`src/rtl/tmds_video_pkg.sv`:
```
// Shared 800x600@60 timing constants, counter widths and sequencer state type
// for the TMDS video path.
package tmds_video_pkg;

    localparam int H_ACTIVE = 800;
    localparam int H_FP     = 40;
    localparam int H_SYNC   = 128;
    localparam int H_BP     = 88;
    localparam int H_TOTAL  = H_ACTIVE + H_FP + H_SYNC + H_BP;

    localparam int V_ACTIVE = 600;
    localparam int V_FP     = 1;
    localparam int V_SYNC   = 4;
    localparam int V_BP     = 23;
    localparam int V_TOTAL  = V_ACTIVE + V_FP + V_SYNC + V_BP;

    localparam int X_W = 11;
    localparam int Y_W = 10;

    localparam logic        SYNC_POL  = 1'b1;
    localparam logic [23:0] BLANK_RGB = 24'h000000;

    typedef enum logic [1:0] {
        ST_IDLE  = 2'd0,
        ST_RUN   = 2'd1,
        ST_DRAIN = 2'd2
    } seq_state_e;

endpackage

```
`src/rtl/video_timing_counter.sv`:
```
// Free-running H/V raster counters with active-region and sync decode.
// Counters sit at (0,0) whenever count_en is low.
module video_timing_counter
    import tmds_video_pkg::*;
#(
    parameter int H_ACTIVE = tmds_video_pkg::H_ACTIVE,
    parameter int H_FP     = tmds_video_pkg::H_FP,
    parameter int H_SYNC   = tmds_video_pkg::H_SYNC,
    parameter int H_BP     = tmds_video_pkg::H_BP,
    parameter int V_ACTIVE = tmds_video_pkg::V_ACTIVE,
    parameter int V_FP     = tmds_video_pkg::V_FP,
    parameter int V_SYNC   = tmds_video_pkg::V_SYNC,
    parameter int V_BP     = tmds_video_pkg::V_BP
) (
    input  logic           pixclk,
    input  logic           rst_n,
    input  logic           count_en,
    output logic [X_W-1:0] pix_x,
    output logic [Y_W-1:0] pix_y,
    output logic           active,
    output logic           hsync_raw,
    output logic           vsync_raw,
    output logic           at_origin,
    output logic           at_last
);

    localparam logic [X_W-1:0] X_LAST   = X_W'(H_ACTIVE + H_FP + H_SYNC + H_BP - 1);
    localparam logic [Y_W-1:0] Y_LAST   = Y_W'(V_ACTIVE + V_FP + V_SYNC + V_BP - 1);
    localparam logic [X_W-1:0] X_ACT    = X_W'(H_ACTIVE);
    localparam logic [Y_W-1:0] Y_ACT    = Y_W'(V_ACTIVE);
    localparam logic [X_W-1:0] HS_START = X_W'(H_ACTIVE + H_FP);
    localparam logic [X_W-1:0] HS_END   = X_W'(H_ACTIVE + H_FP + H_SYNC);
    localparam logic [Y_W-1:0] VS_START = Y_W'(V_ACTIVE + V_FP);
    localparam logic [Y_W-1:0] VS_END   = Y_W'(V_ACTIVE + V_FP + V_SYNC);

    logic [X_W-1:0] x_q, x_d;
    logic [Y_W-1:0] y_q, y_d;

    always_comb begin
        x_d = x_q;
        y_d = y_q;
        if (!count_en) begin
            x_d = '0;
            y_d = '0;
        end else if (x_q == X_LAST) begin
            x_d = '0;
            y_d = (y_q == Y_LAST) ? '0 : y_q + 1'b1;
        end else begin
            x_d = x_q + 1'b1;
        end
    end

    always_ff @(posedge pixclk or negedge rst_n) begin
        if (!rst_n) begin
            x_q <= '0;
            y_q <= '0;
        end else begin
            x_q <= x_d;
            y_q <= y_d;
        end
    end

    assign pix_x     = x_q;
    assign pix_y     = y_q;
    assign active    = (x_q < X_ACT) && (y_q < Y_ACT);
    assign hsync_raw = (x_q >= HS_START && x_q < HS_END) ? SYNC_POL : ~SYNC_POL;
    assign vsync_raw = (y_q >= VS_START && y_q < VS_END) ? SYNC_POL : ~SYNC_POL;
    assign at_origin = (x_q == '0) && (y_q == '0);
    assign at_last   = (x_q == X_LAST) && (y_q == Y_LAST);

endmodule

```
`src/rtl/tmds_video_sequencer.sv`:
```
// Video timing sequencer feeding the TMDS encoders: run/drain control, pixel
// handshake toward the source, and one-cycle registered video outputs.
//
// state    | meaning
// ST_IDLE  | counters parked at (0,0), outputs blanked
// ST_RUN   | raster running, enable high
// ST_DRAIN | enable dropped, finishing the current frame
module tmds_video_sequencer
    import tmds_video_pkg::*;
#(
    parameter int H_ACTIVE = tmds_video_pkg::H_ACTIVE,
    parameter int H_FP     = tmds_video_pkg::H_FP,
    parameter int H_SYNC   = tmds_video_pkg::H_SYNC,
    parameter int H_BP     = tmds_video_pkg::H_BP,
    parameter int V_ACTIVE = tmds_video_pkg::V_ACTIVE,
    parameter int V_FP     = tmds_video_pkg::V_FP,
    parameter int V_SYNC   = tmds_video_pkg::V_SYNC,
    parameter int V_BP     = tmds_video_pkg::V_BP
) (
    input  logic        pixclk,
    input  logic        rst_n,
    input  logic        enable,
    input  logic        pix_valid,
    input  logic [23:0] pix_data,
    output logic        pix_ready,
    output logic [10:0] pix_x,
    output logic [9:0]  pix_y,
    output logic        vde,
    output logic        hsync,
    output logic        vsync,
    output logic [23:0] rgb,
    output logic        frame_start,
    output logic        underflow,
    output logic        busy
);

    seq_state_e  state_q, state_d;
    logic        vde_q, vde_d;
    logic        hsync_q, hsync_d;
    logic        vsync_q, vsync_d;
    logic        frame_start_q, frame_start_d;
    logic        underflow_q, underflow_d;
    logic [23:0] rgb_q, rgb_d;

    logic active, hsync_raw, vsync_raw, at_origin, at_last;

    video_timing_counter #(
        .H_ACTIVE(H_ACTIVE), .H_FP(H_FP), .H_SYNC(H_SYNC), .H_BP(H_BP),
        .V_ACTIVE(V_ACTIVE), .V_FP(V_FP), .V_SYNC(V_SYNC), .V_BP(V_BP)
    ) u_timing (
        .pixclk    (pixclk),
        .rst_n     (rst_n),
        .count_en  (busy),
        .pix_x     (pix_x),
        .pix_y     (pix_y),
        .active    (active),
        .hsync_raw (hsync_raw),
        .vsync_raw (vsync_raw),
        .at_origin (at_origin),
        .at_last   (at_last)
    );

    assign busy      = (state_q != ST_IDLE);
    assign pix_ready = busy && active;

    always_comb begin
        state_d = state_q;
        case (state_q)
            ST_IDLE:  if (enable) state_d = ST_RUN;
            ST_RUN:   if (!enable) state_d = ST_DRAIN;
            ST_DRAIN: begin
                if (enable)       state_d = ST_RUN;
                else if (at_last) state_d = ST_IDLE;
            end
            default:  state_d = ST_IDLE;
        endcase
    end

    // Underflow is cleared on entry to IDLE so the first idle cycle already
    // shows reset values; it is never touched by a frame wrap.
    always_comb begin
        vde_d         = pix_ready;
        hsync_d       = busy ? hsync_raw : ~SYNC_POL;
        vsync_d       = busy ? vsync_raw : ~SYNC_POL;
        rgb_d         = (pix_ready && pix_valid) ? pix_data : BLANK_RGB;
        frame_start_d = busy && at_origin;
        underflow_d   = (state_d == ST_IDLE) ? 1'b0
                                             : (underflow_q || (pix_ready && !pix_valid));
    end

    always_ff @(posedge pixclk or negedge rst_n) begin
        if (!rst_n) begin
            state_q       <= ST_IDLE;
            vde_q         <= 1'b0;
            hsync_q       <= ~SYNC_POL;
            vsync_q       <= ~SYNC_POL;
            rgb_q         <= BLANK_RGB;
            frame_start_q <= 1'b0;
            underflow_q   <= 1'b0;
        end else begin
            state_q       <= state_d;
            vde_q         <= vde_d;
            hsync_q       <= hsync_d;
            vsync_q       <= vsync_d;
            rgb_q         <= rgb_d;
            frame_start_q <= frame_start_d;
            underflow_q   <= underflow_d;
        end
    end

    assign vde         = vde_q;
    assign hsync       = hsync_q;
    assign vsync       = vsync_q;
    assign rgb         = rgb_q;
    assign frame_start = frame_start_q;
    assign underflow   = underflow_q;

endmodule
```
`config.mk`:
```
export PLATFORM = sky130hd
export DESIGN_NAME = tmds_video_sequencer
export DESIGN_NICKNAME = d
export VERILOG_FILES = /design/src/rtl/tmds_video_pkg.sv /design/src/rtl/video_timing_counter.sv /design/src/rtl/tmds_video_sequencer.sv
export SDC_FILE = /design/constraint.sdc
export NUM_CORES = 1
export LEC_CHECK = 0
export ABC_AREA = 0
export ABC_CLOCK_PERIOD_IN_PS = 1800
export CAP_MARGIN = 20
export CORE_MARGIN = 10
export CORE_UTILIZATION = 41
export CTS_CLUSTER_DIAMETER = 150
export DETAILED_ROUTE_END_ITERATION = 8
export PLACE_DENSITY_LB_ADDON = 0.3
export RECOVER_POWER = 50
export SLEW_MARGIN = 25
export SYNTH_ARGS = -nofsm -noshare
export SYNTH_HDL_FRONTEND = slang
export SYNTH_SLANG_ARGS = --single-unit
export TNS_END_PERCENT = 50
```
`constraint.sdc`:
```
create_clock -name pixclk -period 1.8 [get_ports pixclk]
set_input_delay 0.54 -clock pixclk [delete_from_list [all_inputs] [get_ports pixclk]]
set_output_delay 0.54 -clock pixclk [all_outputs]
set_load 0.05 [all_outputs]
```
# Word-level counts from Yosys, hierarchy flattened
# Cells that the tools add are included.
# totals
regBits,52
latch_bits,0
ramBits,0
rom_bits,0
in_bits,28
out_inout_bits,52
wordCells,54
n_memories,0
# op_classes
n_addsub,2
multipliers,0
div,0
magnitude_cmp,6
n_eq_ne,5
shifts,0
mux,16
bitwise_logic,0
n_reduce_logical,16
# ops
cell,count
$mux 10,3
$mux 24,1
$lt 11x10->1 const B,2
$mux 11,2
$lt 10x10->1 const B,2
$add 11x1->11 const B,1
$eq 11x11->1 const B,1
$ge 11x10->1 const B,1
$logic_not 11->1,1
$add 10x1->10 const B,1
$eq 10x10->1 const B,1
$ge 10x10->1 const B,1
$logic_not 10->1,1
$logic_and 1x1->1,9
$mux 2,4
$pmux 2 s3,1
$mux 1,5
$logic_not 2->1,2
$eq 2x1->1 const B,1
$eq 2x2->1 const B,1
$ne 2x1->1 const B,1
$reduce_bool 2->1,1
$logic_not 1->1,1
$logic_or 1x1->1,1

# Depth between registers and ports, before layout
# Gate-level depths: netlist (run 1).
# logic_depth
depth_word,7
depth_mapped,7
depth_no_buf,5

# Hierarchy
# From an unflattened synthesis (run 1), not the netlist that was laid out.
# hier_totals
hier_cells,216
area_unflattened_um2,2349.8
# modules_own_cells
module,n_inst,cells_each,area_per_inst_um2,seq_area_each_um2
video_timing_counter,1,144,1252.5,525.5
tmds_video_sequencer,1,72,1097.3,775.7

# Worst setup path after synthesis (run 1)
# OpenSTA, ideal clock, no wires.
# synth_timing
path_type,register to output
start,reg state_q[0]
end,out pix_ready
t_arrival_ns,2.365
required_time_ns,1.260
slack_ns,-1.105
path_stages_with_launch,6
n_path_buf,1
path_cell_list,dfrtp_1 nor2_1 buf_6 inv_1 nand2_1 nor3_1
# synth_between
elab_chain_len,2
# synth_rtl
element,line,source
from (decl),tmds_video_sequencer.sv:37,"seq_state_e state_q, state_d;"
from (signal assigned),tmds_video_sequencer.sv:101,state_q <= state_d;
$reduce_bool 2->1,tmds_video_sequencer.sv:63,assign busy = (state_q != ST_IDLE);
net busy,tmds_video_sequencer.sv:34,output logic busy
$logic_and 1x1->1,tmds_video_sequencer.sv:64,assign pix_ready = busy && active;
to (decl),tmds_video_sequencer.sv:25,"output logic pix_ready,"
# The timed path passes the listed nets, and every way through them passes these cells.

# Worst setup path in the final report (run 1)
# layout_timing
start,reg u_timing.y_q[7] (netlist: u_timing.pix_y[7])
end,out pix_ready
# layout_between
elab_chain_len,3
# layout_rtl
element,line,source
from (decl),video_timing_counter.sv:37,"logic [Y_W-1:0] y_q, y_d;"
from (signal assigned),video_timing_counter.sv:59,y_q <= y_d;
$lt 10x10->1,video_timing_counter.sv:65,assign active = (x_q < X_ACT) && (y_q < Y_ACT);
$logic_and 1x1->1,video_timing_counter.sv:65,
$logic_and 1x1->1,tmds_video_sequencer.sv:64,
# No other way between the ends.

==> flow_summary.yaml, run 1 <==
outcome:
  status: "complete, but fails checks"
  violations: "negative setup slack"
global_routing:
  grt_usage_pct: 15.0
  overflow: 0
  grt_pass1_wl_um: 10800
  grt_max_degree: 35
  grt_pass1_vias: 2151
  antenna_found_initial: 0
critical_path:
  path_max_fanout: 2
  max_stage_delay_ns: 0.44
  cp_num_buf_inv: 2
  worstSetupPathType: "flop to output port"
  start_kind: "flop"
  worstPathCellList: "nor4bb_4, buf_4, nor2b_4, nor3_4, buf_6"
  endpoint_kind: "output port"
  rrSetupSlack_ns: -0.14
  critPathTopFamily: "simple AND/OR/NAND/NOR gates"
  cp.arrival_ns: 1.56
  required_ns: 1.26
  slowest_stage: "dfrtp_2"
final_layout:
  fin_area_um2: 3980
  antenna_cells: 0
  drive_gt1_share_pct: 43.6
  fin_nets: 375
  area_growth_pct: 69.2
clocking:
  cts-root-buf: "clkbuf_8"
  cts_buffers: 5
  cts_sinks: 52
  ctsHoldBuffers: 0
  clk_latency_ns: 0.31
  cts_tree: "done"
  ctsLongestPathBuffers: 2
  path_clk_slew_ns: 0.10
  h-tree-depth: 2
place:
  postPlaceCellArea_um2: 3720
  dpl.hpwl_um: 5020
  dp_slack_ns: -0.0768
  port_buffers: 79
  place_congestion: 0.863
sta:
  slew_viol_final: 0
  finalCriticalPeriod_ns: 2.10
  setup_violations: 7
  maxSlewHeadroom_pct: 45.7
  clock_skew_ns: 0.00758
  fin_ws_ns: -0.304
  worst_pin_slew_ns: 0.814
  rsz0062_at_grt: "true"
  hold_viol: 0
  fmax_ghz: 0.475
  period_share_pct: 117
run:
  drv_cap: 0
yosys:
  syn-instance-count: 213
  synth_most_common_cell: "dfrtp_1"
  synth_top_area_cell: "dfrtp_1"
  synth.area.top_cells: "dfrtp_1 (55%), and2_1 (6.7%), ha_1 (3.2%), nor2_1 (3.0%), xnor2_1 (2.2%)"
  syn_area_per_cell_um2: 11.0
  async_flop_share_pct: 100
  ys.flop_type: "dfrtp_1"
  synth_edf_count: 0
  syn-num-nets: 247
  yosys_warnings: 0
  synth-seq-area-share_pct: 55.4
  yosysUniqueCellTypes: 42
  yosysTopAreaCellShare_pct: 55.4
  yosys-top-cells-count: "dfrtp_1 (52), and2_1 (25), nor2_1 (19)"
  ys_seq_elements: 52
  synth_area_um2: 2350
floorplan:
  die_w_um: 95.7
  io_pins: 80
  die-area_um2: 9160
  coreArea_um2: 5540
  die_y_um: 95.7
  initial_core_util_pct: 42.4
  rows: 27
detailed_routing:
  drc: 0
  ant_nets: 0
  vias: 2165
  vias_per_cell: 5.23
  first_pass_iters: 4
  routed_wl_um: 7020
  wl_per_cell_um: 16.9
  first_iter_violations: 130
hold_path:
  hold_class: "input port to async pin"
power_and_ir_drop:
  power_density_nw_per_um2: 664
  seq_power_share_pct: 47.7
  internal_power_mw: 1.80
  switching_share_pct: 31.8
  peakVddDrop_uv: 639
  leakage_nw: 1.73
  p_clk_share_pct: 25.5
  p_sw_mw: 0.840
  comb_power_share_pct: 26.8
  power_mw: 2.64
==> cell families (layout without fill, tap and decap cells) <==
logic type	after synthesis	in the layout	share of synthesized area, %
mux	1	1	0.479
simple gates	98	98	24.3
flops	52	52	55.4
compound gates	28	29	8.57
xor+xnor	10	10	3.73
buf+inv	18	146	4.31
fa+ha+maj	6	6	3.19
==> flip-flops by register name (all words and copies together) (netlist names) <==
| register | cells |
|---|---|
| rgb | 24 |
| u_timing.pix_x | 11 |
| u_timing.pix_y | 10 |
| state_q | 2 |
| frame_start | 1 |
| hsync | 1 |
| underflow | 1 |
| vde | 1 |
| vsync | 1 |
==> layout by cell type, fill, tap and decap left out, types with 2 or more instances in the layout <==
cell type	count
o21ai_0	2
a21oi_2	4
inv_1	10
a21oi_1	5
and2_1	25
or4_1	3
nor2_1	18
dfrtp_2	13
buf_4	66
xnor2_1	6
nor3_1	5
a21boi_0	2
buf_6	8
o31ai_1	4
clkdlybuf4s50_1	25
nand2_1	9
or3_4	2
clkinvlp_4	2
o21ai_2	2
nand4_1	7
nand3_1	7
ha_1	6
buf_12	24
clkbuf_8	5
xor2_1	4
dfrtp_1	39
clkbuf_1	2
nor3_4	2
nor4_1	4
nand2b_1	2
==> repair_timing <==
action	in CTS	in global routing
endpoints found under the hold margin	0	0
cloned	0	2
pin swaps	7	13
buffers inserted	4	6
resized for setup	10	17
setup endpoints to repair	10	21
==> path summary, 6_finish.rpt <==
| check | depth (start not counted) | to | start |
|---|---|---|---|
| min in group pixclk | 1 | state_q[0] | state_q[0] |
| min | 1 | hsync | rst_n |
| min reg2reg | 1 | state_q[0] | state_q[0] |
| max reg2reg | 6 | u_timing.pix_y[5] | u_timing.pix_x[6] |
| max in group asynchronous | 2 | state_q[0] | rst_n |
| max | 5 | pix_ready | u_timing.pix_y[7] |
==> area by class of cell <==
cell class | count | area (um^2)
clock buffers | 5 | 68.8
fillers | 407 | 1570
inverters | 11 | 45.0
flip-flops and latches | 52 | 1320
repair buffers | 127 | 1340
well taps | 72 | 90.1
clock inverters | 3 | 21.3
multi-input cells | 144 | 1090
==> metrics by stage <==
| stage | util (%) | setup TNS (ns) | hold slack (ns) | cells |
|---|---|---|---|---|
| 2_1_floorplan | - | -0.425 | 0.244 | 213 |
| 3_3_place_gp | 67.2 | -0.100 | 0.366 | 396 |
| 3_5_place_dp | 67.2 | -0.135 | 0.367 | 396 |
| 4_1_cts | 69.9 | -0.377 | 0.0257 | 407 |
| 5_1_grt | 71.7 | -1.75 | 0.0403 | 414 |
| 6_report | 71.7 | -0.716 | 0.0429 | 414 |
==> power by group through the flow <==
stage / Combinational (mW) / Sequential (mW) / Clock [mW]
floorplan: 0.153 / 1.49 / 0
global placement: 0.688 / 1.28 / 0
finish: 0.708 / 1.26 / 0.674
detailed placement: 0.700 / 1.28 / 0
global route: 0.750 / 1.27 / 0.754
CTS: 0.708 / 1.26 / 0.691
==> routing by layer <==
layer	vias to the layer above	track usage, %	wire [um]	share of wire (%)
met5	-	0	0	0
met4	0	4.55	159	2.3
met3	19	5.99	711	10
met2	121	25.5	3590	51
met1	1032	17.1	2550	36
li1	993	-	-	-
No activity file was read; power rests on OpenSTA's default activity.
==> inputs of run 2 (changes only) <==
CORE_UTILIZATION = 33   (was 41)
==> flow_summary.yaml, run 2 (same netlist as run 1, synthesis figures left out) <==
final_layout:
  seq_area_um2: 1320
  antenna_cells: 0
  fillers: 605
  fin_nets: 374
  final_common_cell: "buf_4"
  final_cell_mix: "buf_4 (63), dfrtp_1 (40), and2_1 (25), clkdlybuf4s50_1 (25), buf_12 (24)"
  drive_gt1_share_pct: 42.2
  largest_reg_flops: 24
  multi_input_area_um2: 1040
  area_growth_pct: 68.2
critical_path:
  worstSetupPathType: "flop to output port"
  endpoint_kind: "output port"
  start_kind: "flop"
  cp.arrival_ns: 1.55
  path_max_fanout: 2
  required_ns: 1.26
detailed_routing:
  first_pass_iters: 4
  first_iter_violations: 75
  vias_per_cell: 4.70
  wl_per_cell_um: 15.2
  ant_nets: 0
  vias: 2054
  routed_wl_um: 6650
  drc: 0
clocking:
  cts_buffers: 5
  ctsHoldBuffers: 0
  cts_sinks: 52
  h-tree-depth: 2
  clk_latency_ns: 0.30
  cts-root-buf: "clkbuf_8"
  path_clk_slew_ns: 0.09
  cts_tree: "done"
  ctsLongestPathBuffers: 2
global_routing:
  grt_pass1_wl_um: 10800
  grt_max_degree: 30
  grt_usage_pct: 12.1
  antenna_found_initial: 0
  grt_pass1_vias: 2194
  overflow: 0
place:
  dpl.hpwl_um: 5090
  port_buffers: 79
  dp_slack_ns: -0.0534
  place_congestion: 0.823
sta:
  finalCriticalPeriod_ns: 2.09
  fmax_ghz: 0.479
  slew_viol_final: 0
  fin_ws_ns: -0.287
  rsz0062_at_grt: "true"
  clock_skew_ns: 0.00636
  worst_pin_slew_ns: 1.28
  maxSlewHeadroom_pct: 14.7
  hold_viol: 0
  period_share_pct: 116
  setup_tns_ns: -0.396
  setup_violations: 6
power_and_ir_drop:
  switching_share_pct: 31.4
  p_clk_share_pct: 25.3
  seq_power_share_pct: 47.8
  p_sw_mw: 0.828
  leakage_nw: 1.73
  peakVddDrop_uv: 414
  comb_power_share_pct: 26.8
  internal_power_mw: 1.80
  power_density_nw_per_um2: 666
floorplan:
  io_pins: 80
  coreArea_um2: 6870
  die_w_um: 104
  die-area_um2: 10900
  rows: 30
  die_y_um: 104
  initial_core_util_pct: 34.2
outcome:
  status: "complete, but fails checks"
  violations: "negative setup slack"
hold_path:
  hold_class: "input port to async pin"
run:
  drv_cap: 0
-- run 2: worst paths after layout --
kind	cells after the start	startpoint	slack [ns]	endpoint
worst max-delay path	5	u_timing.pix_y[7]	-0.29	pix_ready
worst min-delay path	2	rst_n	0.36	rgb[18]
worst max register to register	6	u_timing.pix_x[6]	-0.04	u_timing.pix_y[9]
worst min register to register	1	state_q[1]	0.57	state_q[0]
max in group asynchronous	2	rst_n	0.36	u_timing.pix_x[1]
min in group pixclk	1	state_q[1]	0.57	state_q[0]
-- run 2: critical path, cell delays in order (launching register included) --
cell,delay [ns]
dfrtp_2,0.42
nor4bb_1,0.29
buf_4,0.17
nor2b_4,0.16
nor3_4,0.05
buf_6,0.15
-- run 2: what timing repair did --
item,in CTS,in global routing
pin swaps,7,5
setup endpoints to repair,7,14
setup buffers,9,2
gates resized for setup,13,8
cloned,0,1
-- run 2: power groups by stage --
stage | logic (mW) | registers [mW] | clock network (mW)
detailed placement | 0.699 | 1.29 | 0
global route | 0.751 | 1.27 | 0.743
floorplan | 0.153 | 1.49 | 0
global placement | 0.690 | 1.28 | 0
CTS | 0.722 | 1.26 | 0.709
finish | 0.707 | 1.26 | 0.667
-- run 2: final cells by class --
type	count	area share [%]
inverter	11	1.14
multi-input combinational	143	26.3
clock buffer	5	1.74
timing repair buffer	127	33.9
clock inverter	3	0.602
sequential	52	33.3
tap	96	3.04
-- run 2: per-layer routing --
layer	routed length (um)	track usage, %	up-vias
li1	-	-	993
met1	2630	13.0	980
met2	3260	20.3	75
met3	712	6.51	6
met4	43	2.88	0
met5	0	0	-
-- run 2: through the flow --
step	hold slack, ns	utilization, %	total power, mW	std cells	cell area, um^2
floorplan	0.244	-	1.65	213	2430
global placement	0.479	54.3	1.97	419	3730
detailed placement	0.504	54.3	1.98	419	3730
CTS	0.216	57.2	2.69	435	3930
global route	0.426	57.5	2.76	437	3950
finish	0.360	57.5	2.63	437	3950
